===== src/rtl/hazard_stall_controller.sv =====
// Front-end stall/bubble/flush sequencing for the 5-stage MIPS pipeline.
// Covers load-use, branch-in-ID operand dependencies and HI/LO reads behind a busy MDU.
module hazard_stall_controller #(
  parameter int unsigned MDU_LATENCY = 4,
  parameter int unsigned CNT_W       = 4
) (
  input  logic       clk,
  input  logic       reset,
  input  logic [4:0] IF_ID_rs,
  input  logic [4:0] IF_ID_rt,
  input  logic       ID_uses_rs,
  input  logic       ID_uses_rt,
  input  logic       ID_is_branch,
  input  logic       ID_is_mdu,
  input  logic       ID_reads_hilo,
  input  logic       branch_taken,
  input  logic [4:0] ID_EX_rd,
  input  logic       ID_EX_RegWrite,
  input  logic       ID_EX_MemRead,
  input  logic [4:0] EX_MEM_rd,
  input  logic       EX_MEM_MemRead,
  output logic       PC_Write,
  output logic       IF_ID_Write,
  output logic       ID_EX_Bubble,
  output logic       IF_ID_Flush,
  output logic       mdu_busy
);

  typedef enum logic {IDLE, DATA_STALL} state_t;

  state_t           r_state;
  logic [1:0]       r_rem;
  logic [CNT_W-1:0] r_mdu_cnt;

  logic       w_ex_match;
  logic       w_mem_match;
  logic [1:0] w_demand;
  logic       w_mdu_busy;
  logic       w_mdu_hazard;
  logic       w_stall;

  // Register 0 is hard-wired, so it never creates a dependency.
  assign w_ex_match  = (ID_uses_rs && IF_ID_rs != 5'd0 && IF_ID_rs == ID_EX_rd) ||
                       (ID_uses_rt && IF_ID_rt != 5'd0 && IF_ID_rt == ID_EX_rd);
  assign w_mem_match = (ID_uses_rs && IF_ID_rs != 5'd0 && IF_ID_rs == EX_MEM_rd) ||
                       (ID_uses_rt && IF_ID_rt != 5'd0 && IF_ID_rt == EX_MEM_rd);

  // NOTE: every signal assigned in always_comb gets a default first, so no latch is inferred.
  always_comb begin
    w_demand = 2'd0;
    if (ID_is_branch && ID_EX_MemRead && w_ex_match) begin
      w_demand = 2'd2;
    end else if ((ID_EX_MemRead && w_ex_match) ||
                 (ID_is_branch && ID_EX_RegWrite && !ID_EX_MemRead && w_ex_match) ||
                 (ID_is_branch && EX_MEM_MemRead && w_mem_match)) begin
      w_demand = 2'd1;
    end
  end

  assign w_mdu_busy   = (r_mdu_cnt != '0);
  assign w_mdu_hazard = (ID_is_mdu || ID_reads_hilo) && w_mdu_busy;

  // Reset forces the combinational outputs to their reset values in the same cycle.
  assign w_stall = !reset && ((r_state == DATA_STALL) || (w_demand != 2'd0) || w_mdu_hazard);

  assign PC_Write     = !w_stall;
  assign IF_ID_Write  = !w_stall;
  assign ID_EX_Bubble = w_stall;
  assign IF_ID_Flush  = !reset && branch_taken && !w_stall;
  assign mdu_busy     = !reset && w_mdu_busy;

  // NOTE: sequential state uses non-blocking assignments only, so all registers update together.
  always_ff @(posedge clk) begin
    if (reset) begin
      r_state   <= IDLE;
      r_rem     <= 2'd0;
      r_mdu_cnt <= '0;
    end else begin
      case (r_state)
        IDLE: begin
          if (w_demand == 2'd2) begin
            r_state <= DATA_STALL;
            r_rem   <= 2'd1;
          end
        end
        DATA_STALL: begin
          r_rem <= r_rem - 2'd1;
          if (r_rem <= 2'd1) r_state <= IDLE;
        end
        default: r_state <= IDLE;
      endcase

      // A stalled MDU op does not issue, so it only reloads once it leaves ID.
      if (ID_is_mdu && !w_stall) begin
        r_mdu_cnt <= CNT_W'(MDU_LATENCY);
      end else if (w_mdu_busy) begin
        r_mdu_cnt <= r_mdu_cnt - CNT_W'(1);
      end
    end
  end

endmodule


===== config.mk =====
export PLATFORM = sky130hd
export DESIGN_NAME = hazard_stall_controller
export DESIGN_NICKNAME = d
export VERILOG_FILES = /design/src/rtl/hazard_stall_controller.sv
export SDC_FILE = /design/constraint.sdc
export NUM_CORES = 1
export LEC_CHECK = 0
export BUFFER_PORTS_ARGS = -buffer_cell sky130_fd_sc_hd__buf_2
export CORE_ASPECT_RATIO = 0.8
export CORE_UTILIZATION = 40
export DETAILED_ROUTE_END_ITERATION = 6
export GPL_ROUTABILITY_DRIVEN = 0
export PLACE_DENSITY = 0.7
export SLEW_MARGIN = 15
export SYNTH_ARGS = -nofsm -noshare
export SYNTH_HDL_FRONTEND = slang
export SYNTH_SLANG_ARGS = --single-unit

===== constraint.sdc =====
create_clock -name clk -period 2.8 [get_ports clk]
set_input_delay 0.42 -clock clk [delete_from_list [all_inputs] [get_ports clk]]
set_output_delay 0.42 -clock clk [all_outputs]
set_load 0.01 [all_outputs]

==> run_summary.xml, run 1 <==
<?xml version="1.0" encoding="UTF-8"?>
<metrics>
  <group name="power">
    <metric name="power_density" unit="mW/mm²">604</metric>
    <metric name="max-vdd-ir-drop" unit="V">0.000324</metric>
    <metric name="static-leakage-power" unit="nW">0.390</metric>
  </group>
  <group name="route">
    <metric name="vias" unit="">720</metric>
    <metric name="route.detailed.wl_per_inst" unit="µm">13.3</metric>
    <metric name="drtIter0Drc" unit="">7</metric>
    <metric name="drcViolationCount" unit="">0</metric>
    <metric name="avgViaCountPerCell" unit="">5.00</metric>
    <metric name="wirelength" unit="mm">1.91</metric>
    <metric name="antenna_violating_nets_post_route" unit="">0</metric>
    <metric name="drt_first_pass_iters" unit="">4</metric>
  </group>
  <group name="grt">
    <metric name="global_route_wire_length_before_repair" unit="mm">3.08</metric>
    <metric name="overall_overflow_remaining_after_global_route" unit="">0</metric>
    <metric name="number_of_global_route_vias_before_repair" unit="">667</metric>
    <metric name="largest_net_degree_at_the_start_of_global_routing" unit="">9</metric>
    <metric name="number_of_antenna_violations_at_the_first_check_in_global_routing" unit="">0</metric>
    <metric name="gr-usage-all-layers" unit="%">23.1</metric>
  </group>
  <group name="setup_path">
    <metric name="cp_data_required_time" unit="ps">2380</metric>
    <metric name="timing.critical_path.max_delay_family" unit="">compound AO/OA/AOI/OAI gates</metric>
    <metric name="cp_data_arrival_time" unit="ps">2020</metric>
    <metric name="buf_inv_on_cp" unit="">3</metric>
    <metric name="timing.critical_path.cells" unit="">inv_1 -&gt; ha_1 -&gt; nor3b_1 -&gt; buf_4 -&gt; o21a_1 -&gt; o41a_2 -&gt; and2_4 -&gt; a21o_2 -&gt; buf_2</metric>
    <metric name="endpoint_kind" unit="">output port</metric>
    <metric name="timing.critical_path.slowest_stage_cell" unit="">dfxtp_1</metric>
    <metric name="critical_path.startpoint_type" unit="">flip-flop</metric>
    <metric name="worst-path-max-fanout" unit="">5</metric>
    <metric name="path_class" unit="">flip-flop to output port</metric>
    <metric name="delay_of_the_slowest_cell_on_the_worst_path" unit="ps">330</metric>
  </group>
  <group name="synth">
    <metric name="synth.ff_latch_count" unit="">7</metric>
    <metric name="postSynthCellCount" unit="">84</metric>
    <metric name="ys_seq_area_share" unit="%">19.6</metric>
    <metric name="mean_syn_cell_area" unit="µm²">8.52</metric>
    <metric name="synth_fp_nets" unit="">117</metric>
    <metric name="synth_cell_types" unit="">33</metric>
    <metric name="ys.warnings.count" unit="">0</metric>
    <metric name="syn_area" unit="µm²">716</metric>
  </group>
  <group name="floorplanning">
    <metric name="floorplan.core_area" unit="mm²">0.00164</metric>
    <metric name="floorplan.die_area" unit="mm²">0.00196</metric>
    <metric name="row_count" unit="">13</metric>
    <metric name="dieHeight" unit="µm">39.8</metric>
    <metric name="initial_core_util" unit="%">43.6</metric>
    <metric name="boundaryPins" unit="">36</metric>
    <metric name="die_w" unit="µm">49.3</metric>
  </group>
  <group name="hold_path">
    <metric name="worst_hold_path_type" unit="">primary input to flip-flop</metric>
  </group>
  <group name="clock_tree">
    <metric name="root_buffer_cell" unit="">clkbuf_4</metric>
    <metric name="clock_tree_from_tritoncts" unit="">done</metric>
    <metric name="cts.htree.levels" unit="">1</metric>
    <metric name="cts_num_sinks" unit="">7</metric>
    <metric name="postCtsResizedCells" unit="">0</metric>
    <metric name="clockBufferDepth" unit="">2</metric>
    <metric name="cts_buffers" unit="">3</metric>
    <metric name="post-cts-setup-buffers" unit="">0</metric>
    <metric name="worst_skew_pair.late_latency" unit="ps">260</metric>
    <metric name="cts_hold_repair.buffers" unit="">0</metric>
    <metric name="cts.clk_slew.worst_paths" unit="ps">60</metric>
  </group>
  <group name="sta">
    <metric name="maximum_achievable_frequency" unit="GHz">0.410</metric>
    <metric name="min_period" unit="ps">2440</metric>
    <metric name="rsz_0062_raised_after_global_routing" unit="">false</metric>
    <metric name="slew_viol_final" unit="">0</metric>
    <metric name="setup-tns-final" unit="ps">0</metric>
    <metric name="hold_vio_cnt_final" unit="">0</metric>
    <metric name="timing.final.setup_violations" unit="">0</metric>
    <metric name="worst-slew-pin-transition" unit="ps">484</metric>
    <metric name="post-route-period-util" unit="%">87.2</metric>
    <metric name="timing.slew.headroom" unit="%">67.5</metric>
    <metric name="clock-skew-final" unit="ps">3.83</metric>
  </group>
  <group name="finish">
    <metric name="areaGrowthSynthToFinish" unit="%">31.5</metric>
    <metric name="antenna_cells" unit="">0</metric>
    <metric name="nFillCells" unit="">169</metric>
    <metric name="fraction_of_final_layout_cells_sized_beyond_drive_strength_1" unit="%">41.8</metric>
    <metric name="final-instance-count-excl-fill" unit="">144</metric>
    <metric name="fin_nets" unit="">156</metric>
    <metric name="post-route-util" unit="%">57.3</metric>
  </group>
  <group name="status">
    <metric name="status" unit="">completed</metric>
  </group>
  <group name="place">
    <metric name="dp_hpwl" unit="mm">1.67</metric>
    <metric name="io_buffer_count" unit="">35</metric>
    <metric name="dp_cells" unit="">140</metric>
  </group>
  <group name="job">
    <metric name="max-cap-violations" unit="">0</metric>
  </group>
</metrics>
==> Yosys cell counts, drive strengths merged <==
| library cell | instances | share of area [%] |
|---|---|---|
| a32o | 1 | 1.4 |
| dfxtp | 7 | 20 |
| or4 | 3 | 3.7 |
| xor2 | 6 | 7.3 |
| nor3 | 2 | 1.4 |
| o211ai | 1 | 1.7 |
| a211oi | 2 | 2.8 |
| ha | 2 | 3.5 |
| nand3 | 3 | 2.1 |
| clkbuf | 1 | 0.52 |
| o41a | 1 | 1.7 |
| inv | 6 | 3.1 |
| and2 | 1 | 1.2 |
| o21a | 2 | 2.1 |
| a21o | 2 | 2.3 |
| a21oi | 4 | 2.8 |
| nand4 | 2 | 1.7 |
| nand2 | 5 | 2.6 |
| nor3b | 1 | 1.0 |
| nor4 | 2 | 3.5 |
| or3 | 1 | 0.87 |
| buf | 1 | 1.0 |
| and3 | 1 | 1.6 |
| nor2 | 4 | 2.1 |
| and4 | 2 | 2.4 |
| o21ai | 5 | 6.1 |
| xnor2 | 15 | 18 |
| a22o | 1 | 1.2 |
==> final cells by class <==
cell class	count	area, µm²	area share (%)
clock buffer	4	26.3	2.79
inverter	6	22.5	2.39
multi-input combinational	69	542	57.6
sequential	7	140	14.9
tap	22	27.5	2.93
timing repair buffer	36	183	19.4
==> flip-flops by register name, summed over array words and instances, names as in the netlist <==
name	cells
r_mdu_cnt	4
r_state	1
r_rem	2
==> where the power goes <==
group          internal (mW)  switching [mW]
Sequential             0.123          0.0189
Combinational          0.170           0.159
Clock                 0.0547          0.0418
==> worst register-to-register path, stage by stage (launching register included) <==
cell	delay, ps
dfxtp_1	330
inv_1	70
ha_1	230
nor3b_1	140
buf_4	150
o21a_1	190
o41a_2	120
and4_1	210
a22o_1	180
==> path summary, 6_finish.rpt <==
| path | depth (start not counted) | from | slack (ps) | end |
|---|---|---|---|---|
| worst max-delay path | 9 | r_mdu_cnt[0] | 360 | IF_ID_Write |
| worst min-delay path | 2 | reset | 430 | r_mdu_cnt[0] |
| worst max register to register | 8 | r_mdu_cnt[0] | 1060 | r_mdu_cnt[2] |
| worst min register to register | 2 | r_rem[0] | 530 | r_rem[0] |
==> layout by cell type, fill, tap and decap left out, types with 2 or more instances in the layout <==
cell       n
ha_1       2
nand3_1    3
xnor2_1   15
o21a_1     2
buf_2     35
a21oi_1    4
nor2_1     4
or4_1      2
nand4_1    2
inv_1      6
nand2_1    5
nor3_1     2
clkbuf_4   3
xor2_1     6
o21ai_2    2
dfxtp_1    7
nor4_2     2
o21ai_0    2
and4_1     2
==> metal layers <==
metal,GRT usage (%),share of wire (%),vias to the layer above
li1,-,-,378
met3,6.20,5.6,6
met4,14.7,2.5,0
met1,27.2,46,314
met5,0,0,-
met2,38.0,46,22
==> per-stage QoR <==
step / power, mW / setup WS, ps / cell area [µm²] / hold WS (ps)
global route: 0.615 / 269 / 941 / 420
CTS: 0.569 / 350 / 941 / 419
detailed placement: 0.470 / 481 / 915 / 517
finish: 0.568 / 359 / 941 / 427
global placement: 0.464 / 513 / 915 / 513
floorplan: 0.364 / 690 / 716 / 499
==> cell families after synthesis <==
family | count (synthesis) | share of synthesized area (%)
fa+ha+maj | 2 | 3.50
buf+inv | 8 | 4.72
xor+xnor | 21 | 25.7
compound gates | 19 | 22.2
simple gates | 27 | 24.3
flops | 7 | 19.6
Power figures use the tool's default switching activity.
==> run 2: changes to the inputs <==
- ABC_AREA: default -> 1
- CTS_CLUSTER_SIZE: default -> 30
- PLACE_DENSITY: 0.7 -> 0.68
==> run 2 against run 1 <==
Via count increased by 16%. Global-route usage is 5.7 points lower. Worst hold slack lost 45 ps. Critical path type unchanged. Cell count is 31% higher. Critical endpoint is now ID_EX_Bubble.
==> run_summary.xml, run 2 <==
<?xml version="1.0" encoding="UTF-8"?>
<metrics>
  <group name="grt">
    <metric name="number_of_antenna_violations_at_the_first_check_in_global_routing" unit="">0</metric>
    <metric name="gr-usage-met2" unit="%">30.3</metric>
    <metric name="number_of_global_route_vias_before_repair" unit="">719</metric>
    <metric name="grtUsageMet1" unit="%">20.9</metric>
    <metric name="overall_overflow_remaining_after_global_route" unit="">0</metric>
    <metric name="gr-usage-all-layers" unit="%">17.4</metric>
    <metric name="grt-busiest-layer" unit="">met2</metric>
    <metric name="largest_net_degree_at_the_start_of_global_routing" unit="">6</metric>
    <metric name="globalRouteMet3Util" unit="%">4.35</metric>
    <metric name="global_route_wire_length_before_repair" unit="mm">2.84</metric>
  </group>
  <group name="clock_tree">
    <metric name="cts_hold_repair.buffers" unit="">0</metric>
    <metric name="worst_skew_pair.late_latency" unit="ps">260</metric>
    <metric name="cts.clk_slew.worst_paths" unit="ps">50</metric>
    <metric name="cts.htree.levels" unit="">1</metric>
    <metric name="clockBufferDepth" unit="">2</metric>
    <metric name="cts_num_sinks" unit="">7</metric>
    <metric name="cts_buffers" unit="">3</metric>
    <metric name="post-cts-setup-buffers" unit="">0</metric>
    <metric name="root_buffer_cell" unit="">clkbuf_4</metric>
    <metric name="postCtsResizedCells" unit="">0</metric>
    <metric name="clock_tree_from_tritoncts" unit="">done</metric>
  </group>
  <group name="synth">
    <metric name="synth-async-reset-ratio" unit="%">0</metric>
    <metric name="synth.ff_latch_count" unit="">7</metric>
    <metric name="postSynthCellCount" unit="">126</metric>
    <metric name="ys.warnings.count" unit="">0</metric>
    <metric name="synthMostInstantiatedCell" unit="">nand2_1</metric>
    <metric name="mean_syn_cell_area" unit="µm²">6.37</metric>
    <metric name="simple_gate_share_of_the_synthesized_area" unit="%">37.9</metric>
    <metric name="synth-adder-area-share" unit="%">3.12</metric>
    <metric name="synth-main-ff-cell" unit="">dfxtp_1</metric>
    <metric name="synth_cell_types" unit="">23</metric>
    <metric name="yosys-mux-area-fraction" unit="%">0</metric>
    <metric name="syn_area" unit="µm²">802</metric>
    <metric name="synth_xor_xnor_area_share" unit="%">18.6</metric>
    <metric name="synth-compound-area-share" unit="%">9.83</metric>
    <metric name="synth_top_family_by_area" unit="">simple AND/OR/NAND/NOR gates</metric>
    <metric name="ys_seq_area_share" unit="%">17.5</metric>
    <metric name="synth-edff-count" unit="">0</metric>
    <metric name="netlist_top_cells_count" unit="">nand2_1 (28), inv_1 (23), nor2_1 (15), xor2_1 (11)</metric>
    <metric name="synth_fp_nets" unit="">159</metric>
    <metric name="synth_top_cell_area_share" unit="%">17.5</metric>
    <metric name="synth_top_cell_by_area" unit="">dfxtp_1</metric>
    <metric name="netlist_top_cells_area" unit="">dfxtp_1 (17%), nand2_1 (13%), xor2_1 (12%), inv_1 (11%), nor2_1 (7.0%)</metric>
  </group>
  <group name="setup_path">
    <metric name="worst-path-max-fanout" unit="">4</metric>
    <metric name="regToRegStartpoint" unit="">r_mdu_cnt[0]</metric>
    <metric name="worstReg2RegEnd" unit="">r_mdu_cnt[1]</metric>
    <metric name="endpoint_kind" unit="">output port</metric>
    <metric name="cp_data_required_time" unit="ps">2380</metric>
    <metric name="reg2reg_depth" unit="">11</metric>
    <metric name="ff2ff_setup_slack" unit="ps">1220</metric>
    <metric name="path_class" unit="">flip-flop to output port</metric>
    <metric name="cp_data_arrival_time" unit="ps">1760</metric>
    <metric name="critical_path.startpoint_type" unit="">flip-flop</metric>
    <metric name="worst_setup_path_startpoint" unit="">r_mdu_cnt[0]</metric>
  </group>
  <group name="sta">
    <metric name="fin_ws" unit="ps">622</metric>
    <metric name="rsz_0062_raised_after_global_routing" unit="">false</metric>
    <metric name="clock-skew-final" unit="ps">4.32</metric>
    <metric name="maximum_achievable_frequency" unit="GHz">0.459</metric>
    <metric name="hold_vio_cnt_final" unit="">0</metric>
    <metric name="slew_viol_final" unit="">0</metric>
    <metric name="timing.final.setup_violations" unit="">0</metric>
    <metric name="post-route-period-util" unit="%">77.8</metric>
    <metric name="min_period" unit="ps">2180</metric>
    <metric name="timing.slew.headroom" unit="%">87.0</metric>
    <metric name="worst-slew-pin-transition" unit="ps">194</metric>
    <metric name="setup-tns-final" unit="ps">0</metric>
  </group>
  <group name="finish">
    <metric name="fraction_of_final_layout_cells_sized_beyond_drive_strength_1" unit="%">33.5</metric>
    <metric name="nFillCells" unit="">198</metric>
    <metric name="layout.cells.most_common" unit="">buf_2</metric>
    <metric name="largest_register_ffs" unit="">4</metric>
    <metric name="final_cell_mix" unit="">buf_2 (35), nand2_1 (28), inv_1 (23), nor2_1 (15), xor2_1 (11)</metric>
    <metric name="largest-register" unit="">r_mdu_cnt</metric>
    <metric name="antenna_cells" unit="">0</metric>
    <metric name="fin_nets" unit="">198</metric>
    <metric name="largest_registers" unit="">r_mdu_cnt (4), r_rem (2), r_state (1)</metric>
    <metric name="areaGrowthSynthToFinish" unit="%">27.9</metric>
  </group>
  <group name="floorplanning">
    <metric name="row_count" unit="">14</metric>
    <metric name="boundaryPins" unit="">36</metric>
    <metric name="dieHeight" unit="µm">42.1</metric>
    <metric name="die_w" unit="µm">52.1</metric>
    <metric name="initial_core_util" unit="%">42.4</metric>
    <metric name="floorplan.die_area" unit="mm²">0.00219</metric>
    <metric name="floorplan.core_area" unit="mm²">0.00189</metric>
  </group>
  <group name="hold_path">
    <metric name="holdPathEnd" unit="">r_rem[1]</metric>
    <metric name="worst_hold_path_type" unit="">primary input to flip-flop</metric>
    <metric name="hold-path-cell-count" unit="">2</metric>
    <metric name="hold_path_startpoint" unit="">reset</metric>
  </group>
  <group name="job">
    <metric name="max-cap-violations" unit="">0</metric>
  </group>
  <group name="place">
    <metric name="dp_hpwl" unit="mm">1.47</metric>
    <metric name="pre_cts_slack" unit="ps">867</metric>
    <metric name="io_buffer_count" unit="">35</metric>
  </group>
  <group name="route">
    <metric name="avgViaCountPerCell" unit="">4.44</metric>
    <metric name="drt_first_pass_iters" unit="">4</metric>
    <metric name="antenna_violating_nets_post_route" unit="">0</metric>
    <metric name="vias" unit="">835</metric>
    <metric name="route.detailed.wl_per_inst" unit="µm">8.89</metric>
    <metric name="drtIter0Drc" unit="">10</metric>
    <metric name="drcViolationCount" unit="">0</metric>
    <metric name="wirelength" unit="mm">1.67</metric>
  </group>
  <group name="status">
    <metric name="status" unit="">completed</metric>
  </group>
  <group name="power">
    <metric name="max-vdd-ir-drop" unit="V">0.000502</metric>
    <metric name="power_density" unit="mW/mm²">631</metric>
    <metric name="static-leakage-power" unit="nW">0.584</metric>
  </group>
</metrics>
run 2: changes by cell type after synthesis, sizes merged, moves of 2 or more:
| cell | delta |
|---|---|
| nand2 | +26 |
| inv | +20 |
| nor2 | +16 |
| xnor2 | -9 |
| nand3 | +6 |
| xor2 | +5 |
| or4 | -3 |
| a211oi | -2 |
| and4 | -2 |
| nor4 | -2 |
| o21a | -2 |
run 2: cell type report:
type	count	area, µm²	share of cell area (%)
Sequential cell	7	140	13.7
Multi-Input combinational cell	92	557	54.3
Inverter	26	97.6	9.51
Clock buffer	4	26.3	2.56
Tap cell	24	30.0	2.93
Timing Repair Buffer	35	175	17.1
run 2: worst max-delay path, stage by stage, from the launching register on:
cell	delay, ps
dfxtp_1	290
inv_1	100
ha_1	190
inv_1	60
nor2_2	130
inv_2	60
nor2_4	110
inv_2	80
o21ai_4	70
nand4_4	150
nand2_1	110
inv_1	40
buf_2	130
run 2: layer usage:
metal  part of all wire [%]  routed length [µm]
met1                     45                 760
met2                     49                 818
met3                    5.1                  86
met4                   0.42                   7
met5                      0                   0
run 2: logic make-up after synthesis:
family | count (synthesis)
buffers and inverters | 27
AO/OA/AOI/OAI | 10
XOR/XNOR | 17
flip-flops | 7
adder cells (fa/ha/maj) | 2
AND/OR/NAND/NOR | 63
run 2: report_power, final:
| group | total (mW) | internal [mW] | switching, mW |
|---|---|---|---|
| clock network | 0.0934 | 0.0545 | 0.0390 |
| registers | 0.144 | 0.128 | 0.0160 |
| logic | 0.410 | 0.171 | 0.238 |
| total | 0.648 | 0.354 | 0.293 |
run 2: how the worst max path moves through the flow:
stage                   endpoint  slack (ps)  cells after the start
finish              ID_EX_Bubble         620                     12
global route        ID_EX_Bubble         440                     12
CTS                 ID_EX_Bubble         600                     12
detailed placement  ID_EX_Bubble         870                     12
global placement    ID_EX_Bubble         910                     12
floorplan               PC_Write         980                     11
run 2: per-stage QoR:
step	std cells	power [mW]	instance area [µm²]	hold slack (ps)	utilization [%]
2_1_floorplan	126	0.464	802	451	-
3_3_place_gp	184	0.548	1000	473	52.8
3_5_place_dp	184	0.559	1000	476	52.8
4_1_cts	188	0.658	1030	377	54.2
5_1_grt	188	0.725	1030	379	54.2
6_report	188	0.648	1030	382	54.2
==> run 3: changes to the inputs <==
- PLACE_DENSITY: 0.68 -> 0.7
- clock period: 2.8 -> 1.95 ns (I/O delays scaled with it)
==> run 3 against run 2 <==
Critical path depth stayed put. Global-route usage up 2.9 points. Worst hold slack worse by 120 ps. Non-clock buffer count is 6 higher. Critical endpoint unchanged. Register-to-register slack worse by 830 ps. Largest cell class unchanged. Design area is 7.0% higher.
==> run_summary.xml, run 3 (synthesized netlist as in run 2, its figures left out) <==
<?xml version="1.0" encoding="UTF-8"?>
<metrics>
  <group name="clock_tree">
    <metric name="cts_hold_repair.buffers" unit="">0</metric>
    <metric name="cts.htree.levels" unit="">1</metric>
    <metric name="clock_tree_from_tritoncts" unit="">done</metric>
    <metric name="clockBufferDepth" unit="">2</metric>
    <metric name="root_buffer_cell" unit="">clkbuf_4</metric>
    <metric name="cts_buffers" unit="">3</metric>
    <metric name="cts.clk_slew.worst_paths" unit="ps">60</metric>
    <metric name="cts_num_sinks" unit="">7</metric>
    <metric name="worst_skew_pair.late_latency" unit="ps">260</metric>
  </group>
  <group name="power">
    <metric name="power.share.switching" unit="%">43.9</metric>
    <metric name="clock_power_share" unit="%">11.5</metric>
    <metric name="max-vdd-ir-drop" unit="V">0.00109</metric>
    <metric name="internal_power" unit="µW">660</metric>
    <metric name="comb_power_share" unit="%">69.8</metric>
    <metric name="sequentialPowerShare" unit="%">18.7</metric>
    <metric name="design_power_total" unit="mW">1.18</metric>
    <metric name="static-leakage-power" unit="nW">0.617</metric>
    <metric name="switchingPower" unit="µW">518</metric>
    <metric name="power_density" unit="mW/mm²">1070</metric>
  </group>
  <group name="setup_path">
    <metric name="cp_data_required_time" unit="ps">1660</metric>
    <metric name="path_class" unit="">flip-flop to output port</metric>
    <metric name="critical_path.startpoint_type" unit="">flip-flop</metric>
    <metric name="endpoint_kind" unit="">output port</metric>
    <metric name="worst-path-max-fanout" unit="">3</metric>
    <metric name="cp_data_arrival_time" unit="ps">1590</metric>
  </group>
  <group name="finish">
    <metric name="fin_nets" unit="">204</metric>
    <metric name="final_cell_mix" unit="">buf_2 (35), nand2_1 (27), inv_1 (20), nor2_1 (14), xor2_1 (11)</metric>
    <metric name="largest_registers" unit="">r_mdu_cnt (4), r_rem (2), r_state (1)</metric>
    <metric name="layout.cells.most_common" unit="">buf_2</metric>
    <metric name="final-instance-count-excl-fill" unit="">194</metric>
    <metric name="fraction_of_final_layout_cells_sized_beyond_drive_strength_1" unit="%">41.2</metric>
    <metric name="antenna_cells" unit="">0</metric>
    <metric name="largest_register_ffs" unit="">4</metric>
    <metric name="largest-register" unit="">r_mdu_cnt</metric>
    <metric name="areaGrowthSynthToFinish" unit="%">36.8</metric>
  </group>
  <group name="sta">
    <metric name="rsz_0062_raised_after_global_routing" unit="">true</metric>
    <metric name="slew_viol_final" unit="">0</metric>
    <metric name="post-route-period-util" unit="%">96.6</metric>
    <metric name="hold_vio_cnt_final" unit="">0</metric>
    <metric name="worst-slew-pin-transition" unit="ps">192</metric>
    <metric name="clock-skew-final" unit="ps">4.62</metric>
    <metric name="timing.slew.headroom" unit="%">87.0</metric>
    <metric name="min_period" unit="ps">1880</metric>
    <metric name="timing.final.setup_violations" unit="">0</metric>
    <metric name="maximum_achievable_frequency" unit="GHz">0.531</metric>
    <metric name="setup-tns-final" unit="ps">0</metric>
  </group>
  <group name="floorplanning">
    <metric name="dieHeight" unit="µm">42.1</metric>
    <metric name="floorplan.die_area" unit="mm²">0.00219</metric>
    <metric name="floorplan.core_area" unit="mm²">0.00189</metric>
    <metric name="row_count" unit="">14</metric>
    <metric name="initial_core_util" unit="%">42.4</metric>
    <metric name="die_w" unit="µm">52.1</metric>
    <metric name="boundaryPins" unit="">36</metric>
  </group>
  <group name="grt">
    <metric name="number_of_antenna_violations_at_the_first_check_in_global_routing" unit="">0</metric>
    <metric name="global_route_wire_length_before_repair" unit="mm">3.25</metric>
    <metric name="largest_net_degree_at_the_start_of_global_routing" unit="">6</metric>
    <metric name="gr-usage-all-layers" unit="%">20.3</metric>
    <metric name="number_of_global_route_vias_before_repair" unit="">815</metric>
    <metric name="overall_overflow_remaining_after_global_route" unit="">0</metric>
  </group>
  <group name="route">
    <metric name="drcViolationCount" unit="">0</metric>
    <metric name="drtIter0Drc" unit="">13</metric>
    <metric name="route.detailed.wl_per_inst" unit="µm">10.0</metric>
    <metric name="avgViaCountPerCell" unit="">4.44</metric>
    <metric name="vias" unit="">861</metric>
    <metric name="wirelength" unit="mm">1.95</metric>
    <metric name="antenna_violating_nets_post_route" unit="">0</metric>
    <metric name="drt_first_pass_iters" unit="">4</metric>
  </group>
  <group name="status">
    <metric name="status" unit="">completed</metric>
  </group>
  <group name="place">
    <metric name="io_buffer_count" unit="">35</metric>
    <metric name="dp_hpwl" unit="mm">1.52</metric>
    <metric name="dp_cells" unit="">184</metric>
  </group>
  <group name="job">
    <metric name="max-cap-violations" unit="">0</metric>
  </group>
  <group name="hold_path">
    <metric name="worst_hold_path_type" unit="">primary input to flip-flop</metric>
  </group>
</metrics>
-- run 3: area by class of cell --
cell class                 count  area (µm²)
sequential                     7         143
tap                           24        30.0
timing repair buffer          41         220
clock inverter                 1        5.00
inverter                      26        97.6
clock buffer                   3        22.5
fill                         202         795
multi-input combinational     92         579
-- run 3: power by group through the flow --
stage | registers [mW] | clock network (mW) | logic (mW)
floorplan | 0.206 | 0 | 0.460
global placement | 0.209 | 0 | 0.576
detailed placement | 0.210 | 0 | 0.600
CTS | 0.209 | 0.140 | 0.684
global route | 0.226 | 0.153 | 0.899
finish | 0.221 | 0.135 | 0.823
-- run 3: per-layer routing --
metal	global-route usage (%)	share of wire (%)
met4	8.11	0.87
met3	5.43	4.9
met2	34.9	48
met1	23.5	47
met5	0	0
-- run 3: timing repair --
item,CTS,global route
pin swaps,3,5
gates cloned,0,0
resized for setup,3,7
buffers inserted,3,3
endpoints found under the setup margin,4,4
endpoints found under the hold margin,0,0
-- run 3: path summary, 6_finish.rpt --
path	start	endpoint	slack, ps	cells after the start
worst min register to register	r_rem[1]	r_rem[1]	490	2
worst max-delay path	r_mdu_cnt[0]	ID_EX_Bubble	70	12
worst max register to register	r_mdu_cnt[0]	r_mdu_cnt[1]	390	12
worst min-delay path	reset	r_rem[1]	270	2
-- run 3: metrics by stage --
step	utilization, %	hold slack (ps)	setup WS [ps]	area, µm²
finish	58.0	266	67.2	1100
global route	58.0	258	-40.2	1100
CTS	55.8	250	1.98	1050
detailed placement	52.8	479	143	1000
global placement	52.8	474	260	1000
floorplan	-	362	259	802
-- run 3: worst max-delay path, cell delays in order (launching register included) --
cell and delay, ps:
dfxtp_2 320, inv_2 90, ha_4 140, inv_2 40, nor2_4 80, inv_2 50
nor2_4 90, inv_2 60, o21ai_4 70, nand4_4 130, nand2_2 100, inv_1 40
buf_2 130
